===== src/rtl/safecrack_pkg.sv =====
`default_nettype none
// ============================================================================
//  Module   : safecrack_pkg
//  Purpose  : Shared types and helpers for the parametrised safe cracker.
//             state_t is one-hot so an illegal pattern is easy to detect
//             and can be sent back to IDLE.
//  Revision : 1.0 - initial release
// ============================================================================
package safecrack_pkg;

    typedef enum logic [4:0] {
        IDLE    = 5'b00001,
        OPEN    = 5'b00010,
        ERR     = 5'b00100,
        LOCK    = 5'b01000,
        PROGRAM = 5'b10000
    } state_t;

    // Number of clock cycles in s seconds at hz.
    function automatic int unsigned secs_to_ticks(input int unsigned hz, input int unsigned s);
        return hz * s;
    endfunction

    function automatic int unsigned max2(input int unsigned a, input int unsigned b);
        return (a > b) ? a : b;
    endfunction

endpackage
`default_nettype wire


===== src/rtl/safecrack_btn_edge.sv =====
`default_nettype none
// ============================================================================
//  Module   : safecrack_btn_edge
//  Purpose  : Conditions the raw active-low buttons. Each button is
//             inverted, synchronised through two flops, and a press edge is
//             produced on the first synchronised cycle a button is down. A
//             held button therefore produces exactly one edge.
//  Ports    : clk, rstn      - clock, asynchronous active-low reset
//             btn[N-1:0]     - raw buttons, active-low, asynchronous
//             btn_edge[N-1:0]- one-cycle press pulses
//             onehot         - exactly one bit of btn_edge is set
//  Revision : 1.0 - initial release
// ============================================================================
module safecrack_btn_edge #(
    parameter int N = 4
) (
    input  logic         clk,
    input  logic         rstn,
    input  logic [N-1:0] btn,
    output logic [N-1:0] btn_edge,
    output logic         onehot
);

    logic [N-1:0] sync1;
    logic [N-1:0] sync2;
    logic [N-1:0] prev;

    always_ff @(posedge clk or negedge rstn) begin
        if (!rstn) begin
            sync1 <= '0;
            sync2 <= '0;
            prev  <= '0;
        end else begin
            sync1 <= ~btn;
            sync2 <= sync1;
            prev  <= sync2;
        end
    end

    assign btn_edge = sync2 & ~prev;
    // Clearing the lowest set bit leaves zero only for a single-bit vector.
    assign onehot   = (btn_edge != '0) && ((btn_edge & (btn_edge - 1'b1)) == '0);

endmodule
`default_nettype wire


===== src/rtl/safecrack_param.sv =====
`default_nettype none
// ============================================================================
//  Module   : safecrack_param
//  Purpose  : Parametrised combination lock. A CODE_LEN-digit code entered
//             on NUM_BTN buttons opens the safe; the code can be rewritten
//             while open; MAX_FAIL consecutive failures force a lockout.
//  Ports    : clk, rstn        - clock, asynchronous active-low reset
//             btn              - raw active-low buttons
//             prog_en          - request programming (honoured in OPEN)
//             leds_progress    - thermometer of accepted digits
//             led_open/err/lock/prog - state indicators
//             fail_cnt         - consecutive failures (saturating)
//  Revision : 1.0 - initial release
// ============================================================================
module safecrack_param
    import safecrack_pkg::*;
#(
    parameter int          NUM_BTN  = 4,
    parameter int          CODE_LEN = 4,
    parameter int unsigned CLK_HZ   = 50_000_000,
    parameter int unsigned OPEN_S   = 5,
    parameter int unsigned ERR_S    = 3,
    parameter int unsigned LOCK_S   = 30,
    parameter int unsigned PROG_S   = 10,
    parameter int          MAX_FAIL = 3,
    parameter logic [CODE_LEN*$clog2(NUM_BTN)-1:0] DEFAULT_CODE = {2'd3, 2'd2, 2'd1, 2'd0}
) (
    input  logic                          clk,
    input  logic                          rstn,
    input  logic [NUM_BTN-1:0]            btn,
    input  logic                          prog_en,
    output logic [CODE_LEN-1:0]           leds_progress,
    output logic                          led_open,
    output logic                          led_err,
    output logic                          led_lock,
    output logic                          led_prog,
    output logic [$clog2(MAX_FAIL+1)-1:0] fail_cnt
);

    localparam int          DW        = $clog2(NUM_BTN);
    localparam int          IW        = (CODE_LEN > 1) ? $clog2(CODE_LEN) : 1;
    localparam int          FW        = $clog2(MAX_FAIL + 1);
    localparam int unsigned MAX_S     = max2(max2(OPEN_S, LOCK_S), max2(PROG_S, ERR_S));
    localparam int unsigned MAX_TICKS = secs_to_ticks(CLK_HZ, MAX_S);
    localparam int          TW        = $clog2(MAX_TICKS + 1);

    // Timers load ticks-1 so the dwell, including the zero cycle, is ticks.
    localparam logic [TW-1:0] OPEN_LD = TW'(secs_to_ticks(CLK_HZ, OPEN_S) - 1);
    localparam logic [TW-1:0] ERR_LD  = TW'(secs_to_ticks(CLK_HZ, ERR_S) - 1);
    localparam logic [TW-1:0] LOCK_LD = TW'(secs_to_ticks(CLK_HZ, LOCK_S) - 1);
    localparam logic [TW-1:0] PROG_LD = TW'(secs_to_ticks(CLK_HZ, PROG_S) - 1);
    localparam logic [IW-1:0] LAST    = IW'(CODE_LEN - 1);

    logic [NUM_BTN-1:0]     btn_edge;
    logic                   onehot;
    logic                   evt;
    logic [DW-1:0]          digit;
    logic [DW-1:0]          exp_digit;

    state_t                 state,    state_n;
    logic [TW-1:0]          timer,    timer_n;
    logic [IW-1:0]          idx,      idx_n;
    logic [IW-1:0]          pidx,     pidx_n;
    logic [FW-1:0]          fail_n;
    logic [CODE_LEN*DW-1:0] code,     code_n;
    logic [CODE_LEN*DW-1:0] shadow,   shadow_n;

    safecrack_btn_edge #(.N(NUM_BTN)) u_btn_edge (
        .clk      (clk),
        .rstn     (rstn),
        .btn      (btn),
        .btn_edge (btn_edge),
        .onehot   (onehot)
    );

    assign evt = (btn_edge != '0);

    // Index of the pressed button; only meaningful when onehot is set.
    always_comb begin
        digit = '0;
        for (int i = 0; i < NUM_BTN; i++) begin
            if (btn_edge[i]) digit = DW'(i);
        end
    end

    // Digit the lock expects next.
    always_comb begin
        exp_digit = '0;
        for (int i = 0; i < CODE_LEN; i++) begin
            if (IW'(i) == idx) exp_digit = code[i*DW +: DW];
        end
    end

    always_ff @(posedge clk or negedge rstn) begin
        if (!rstn) begin
            state    <= IDLE;
            timer    <= '0;
            idx      <= '0;
            pidx     <= '0;
            fail_cnt <= '0;
            code     <= DEFAULT_CODE;
            shadow   <= '0;
        end else begin
            state    <= state_n;
            timer    <= timer_n;
            idx      <= idx_n;
            pidx     <= pidx_n;
            fail_cnt <= fail_n;
            code     <= code_n;
            shadow   <= shadow_n;
        end
    end

    always_comb begin
        state_n  = state;
        timer_n  = (timer != '0) ? timer - 1'b1 : '0;
        idx_n    = idx;
        pidx_n   = pidx;
        fail_n   = fail_cnt;
        code_n   = code;
        shadow_n = shadow;

        leds_progress = '0;
        led_open      = 1'b0;
        led_err       = 1'b0;
        led_lock      = 1'b0;
        led_prog      = 1'b0;

        case (state)
            IDLE: begin
                for (int i = 0; i < CODE_LEN; i++) begin
                    leds_progress[i] = (IW'(i) < idx);
                end
                if (evt) begin
                    if (onehot && (digit == exp_digit)) begin
                        if (idx == LAST) begin
                            state_n = OPEN;
                            timer_n = OPEN_LD;
                            fail_n  = '0;
                            idx_n   = '0;
                        end else begin
                            idx_n = idx + 1'b1;
                        end
                    end else begin
                        idx_n = '0;
                        if (fail_cnt >= FW'(MAX_FAIL - 1)) begin
                            state_n = LOCK;
                            timer_n = LOCK_LD;
                            fail_n  = FW'(MAX_FAIL);
                        end else begin
                            state_n = ERR;
                            timer_n = ERR_LD;
                            fail_n  = fail_cnt + 1'b1;
                        end
                    end
                end
            end
            OPEN: begin
                leds_progress = '1;
                led_open      = 1'b1;
                if (prog_en) begin
                    state_n = PROGRAM;
                    pidx_n  = '0;
                    timer_n = PROG_LD;
                end else if (timer == '0) begin
                    state_n = IDLE;
                end
            end
            ERR: begin
                led_err = 1'b1;
                if (timer == '0) state_n = IDLE;
            end
            LOCK: begin
                led_lock = 1'b1;
                if (timer == '0) begin
                    state_n = IDLE;
                    fail_n  = '0;
                end
            end
            PROGRAM: begin
                led_prog = 1'b1;
                if (evt) begin
                    if (onehot) begin
                        for (int i = 0; i < CODE_LEN; i++) begin
                            if (IW'(i) == pidx) shadow_n[i*DW +: DW] = digit;
                        end
                        if (pidx == LAST) begin
                            // Commit includes the digit being written this cycle.
                            code_n  = shadow_n;
                            pidx_n  = '0;
                            state_n = IDLE;
                        end else begin
                            pidx_n  = pidx + 1'b1;
                            timer_n = PROG_LD;
                        end
                    end else begin
                        state_n = IDLE;
                    end
                end else if (timer == '0) begin
                    state_n = IDLE;
                end
            end
            default: begin
                state_n = IDLE;
                idx_n   = '0;
            end
        endcase
    end

endmodule
`default_nettype wire


===== config.mk =====
export PLATFORM = sky130hd
export DESIGN_NAME = safecrack_param
export DESIGN_NICKNAME = d
export VERILOG_FILES = /design/src/rtl/safecrack_pkg.sv /design/src/rtl/safecrack_btn_edge.sv /design/src/rtl/safecrack_param.sv
export SDC_FILE = /design/constraint.sdc
export NUM_CORES = 1
export LEC_CHECK = 0
export CORE_AREA = 3 3 116 118
export DETAILED_ROUTE_END_ITERATION = 6
export DIE_AREA = 0 0 119 121
export PLACE_DENSITY = 0.47
export SLEW_MARGIN = 20
export SYNTH_ARGS = -nofsm -noshare
export SYNTH_HDL_FRONTEND = slang
export SYNTH_SLANG_ARGS = --single-unit

===== constraint.sdc =====
create_clock -name clk -period 3.3 [get_ports clk]
set_input_delay 0.66 -clock clk [delete_from_list [all_inputs] [get_ports clk]]
set_output_delay 0.66 -clock clk [all_outputs]
set_load 0.01 [all_outputs]

==> out/qor.csv <==
stage;metric;value;unit
synthesis;yosysSeqAreaShare;0.457;
detailed_routing;vias;2958;
synthesis;synth_area_per_cell;9.80;sq um
placed_design;dpl.hpwl;6950;um
detailed_routing;dr.pass1.iters;4;
synthesis;synth_top_area_share;0.422;
layout;nets;421;
synthesis;ys_seq_elements;68;
setup_path;slowest_delay;0.55;ns
grt;grt_usage;0.137;
outcome;status;complete, no violations;
power;p_sw;0.00113;W
layout;syn_to_final_growth;18.9;%
cts;clockBufferDepth;2;
setup_path;cp_data_required_time;2.64;ns
layout;fill_cells;1287;
sta;period_needed;3.05;ns
layout;final_area;0.00444;sq mm
power;power_density;736;mW/mm^2
grt;grt.overflow.total;0;
sta;fmax;328;MHz
grt;grt_pass1_vias;3016;
power;power.share.clock;0.317;
cts;tritoncts;done;
die;dieArea;0.0144;sq mm
placed_design;port_buffers;16;
sta;hold_violations;0;
power;pwr-share-comb;0.316;
layout;antennaDiodeCount;0;
power;power.internal;0.00214;W
sta;slew_headroom;0.366;
grt;grt_max_degree;29;
placed_design;placed_cell_area;0.00412;sq mm
cts;cts_root_buf;clkbuf_16;
synthesis;syn_nets;398;
power;power_leakage;1.80;nW
cts;h-tree-depth;3;
layout;final_common_cell;dfrtp_1;
layout;drive_above_1_share;0.125;
sta;timing.final.crit_share;0.924;
setup_path;startpoint_type;flop;
layout;final-seq-area;0.00171;sq mm
setup_path;crit_chain;or3_1 -> or2_2 -> o21bai_1 -> clkdlybuf4s50_1;
setup_path;crit_path_top_delay_cell;clkdlybuf4s50_1;
cts;numCtsBuffers;9;
detailed_routing;wirelength;9470;um
sta;rsz0062_at_grt;no;
layout;most-common-layout-cells;dfrtp_1 (63), o21ai_0 (29), nand2_1 (27);
detailed_routing;first_iter_violations;204;
setup_path;critical_path.max_fanout;9;
grt;antenna_found_initial;0;
setup_path;path_class;flop to output port;
setup_path;crit_buf_inv;1;
die;die_w;119;um
synthesis;yosys.area.top_type;dfrtp_1;
layout;multi_input_area;0.00191;sq mm
synthesis;async_flop_share;1.00;
die;fp-row-count;41;
power;switching_share;0.345;
sta;setup_viol;0;
placed_design;routabilityCongestion;0.790;
run;drv_cap;0;
synthesis;synth_area_leaders;dfrtp_1 (42%), o21ai_0 (3.9%), dfstp_2 (3.5%), ha_1 (3.4%), xnor2_1 (2.8%);
synthesis;syn_inst;381;
detailed_routing;ant_nets;0;
cts;clock_latency;0.33;ns
die;fp.coreArea;0.0126;sq mm
layout;post-route-util;0.353;
detailed_routing;via_per_inst;5.09;
die;dieHeight;121;um
die;start_util;0.297;
synthesis;synth_edf_count;0;
sta;clock_skew;0.00687;ns
min_path;min_path_type;primary input to async pin;
grt;grt_pass1_wl;15800;um
cts;clkTransAtPathRegs;0.06;ns
synthesis;synth-main-ff-cell;dfrtp_1;
detailed_routing;routedWlPerCell;16.3;um
power;irDropWorstVdd;0.000371;V
sta;worst_pin_slew;0.942;ns
synthesis;ys_warn_count;0;
die;ioPinCount;17;
sta;final.setup.tns;0;ns
sta;finalMaxSlewViolations;0;
setup_path;crit_family;simple AND/OR/NAND/NOR gates;
cts;clkSinkCount;68;
synthesis;netlist_area;0.00373;sq mm
cts;cts_hold_buf;0;
setup_path;crit_arrival;2.39;ns
synthesis;synth.distinct_cells;65;
setup_path;end_kind;output port;
power;pwr-share-seq;0.367;
detailed_routing;post-route-drc-count;0;
[timing repair]
action | in CTS | in global routing
endpoints found under the setup margin | 0 | 1
hold endpoints to repair | 0 | 0
gates resized for setup | 0 | 1
setup buffers | 0 | 0
[power by group through the flow]
stage / Clock, W / Combinational [W] / Sequential (W)
2_1_floorplan: 0 / 0.000724 / 0.00116
3_3_place_gp: 0 / 0.00103 / 0.00120
3_5_place_dp: 0 / 0.00103 / 0.00121
4_1_cts: 0.00106 / 0.00103 / 0.00119
5_1_grt: 0.00110 / 0.00114 / 0.00123
6_report: 0.00104 / 0.00103 / 0.00120
[stage by stage]
stage	power (W)	setup WS [ns]	cells	hold WS (ns)
2_1_floorplan	0.00188	0.795	381	0.331
3_3_place_gp	0.00223	0.511	565	0.337
3_5_place_dp	0.00223	0.461	565	0.337
4_1_cts	0.00329	0.122	581	0.290
5_1_grt	0.00346	0.170	581	0.313
6_report	0.00327	0.251	581	0.284
[final cells by class]
cell class                      count  area share
Inverter                           16      0.0135
Timing Repair Buffer               26      0.0518
Tap cell                          172      0.0485
Sequential cell                    68       0.385
Clock buffer                       12      0.0555
Multi-Input combinational cell    283       0.430
Clock inverter                      4      0.0163
[synthesized netlist by cell type (6+ instances only)]
library cell  count
nor4_1            8
dfrtp_1          63
nand2_1          27
ha_1             10
a21oi_1          18
nor2_1           25
mux2_2            8
inv_1            16
clkbuf_1          8
xnor2_1          12
o31ai_1           6
a211oi_1          8
nand3_1          11
or4_1             6
nor3_1           15
xor2_1            8
o21ai_0          29
or3_1            10
[cells by family after synthesis]
group | count (synthesis) | synth area share
AOI/OAI and AO/OA | 107 | 0.199
xor gates and xnor gates | 20 | 0.0469
adders and majority gates | 10 | 0.0335
buffers and inverters | 30 | 0.0328
DFF | 68 | 0.457
muxes | 13 | 0.0379
and+or+nand+nor | 133 | 0.192
[metal layers]
metal / global-route usage / up-vias / share of wire
li1: - / 1454 / -
met1: 0.185 / 1464 / 0.50
met2: 0.223 / 35 / 0.47
met3: 0.0270 / 5 / 0.025
met4: 0.0391 / 0 / 0.0068
met5: 0 / - / 0
[state kept, by name, summed over array words and instances, names as in the netlist]
signal	flops
u_btn_edge.sync1	4
fail_cnt	2
pidx	2
state	5
u_btn_edge.prev	4
u_btn_edge.sync2	4
code	8
timer	31
shadow	6
idx	2
[path summary, 6_finish.rpt]
kind                                          startpoint                       endpoint  slack, ns  cells past startpoint
max                                 state[3]$_DFFE_PN0P_               leds_progress[0]       0.25                      4
min                                                 rstn             timer[3]$_DFF_PN0_       0.28                      1
max reg2reg                           idx[1]$_DFFE_PN0P_            timer[30]$_DFF_PN0_       0.39                      8
min reg2reg                u_btn_edge.sync1[3]$_DFF_PN0_  u_btn_edge.sync2[3]$_DFF_PN0_       0.35                      0
max in group asynchronous                           rstn            code[7]$_DFFE_PN1P_       2.23                      2
min in group clk           u_btn_edge.sync1[3]$_DFF_PN0_  u_btn_edge.sync2[3]$_DFF_PN0_       0.35                      0
No activity file was read; power rests on OpenSTA's default activity.
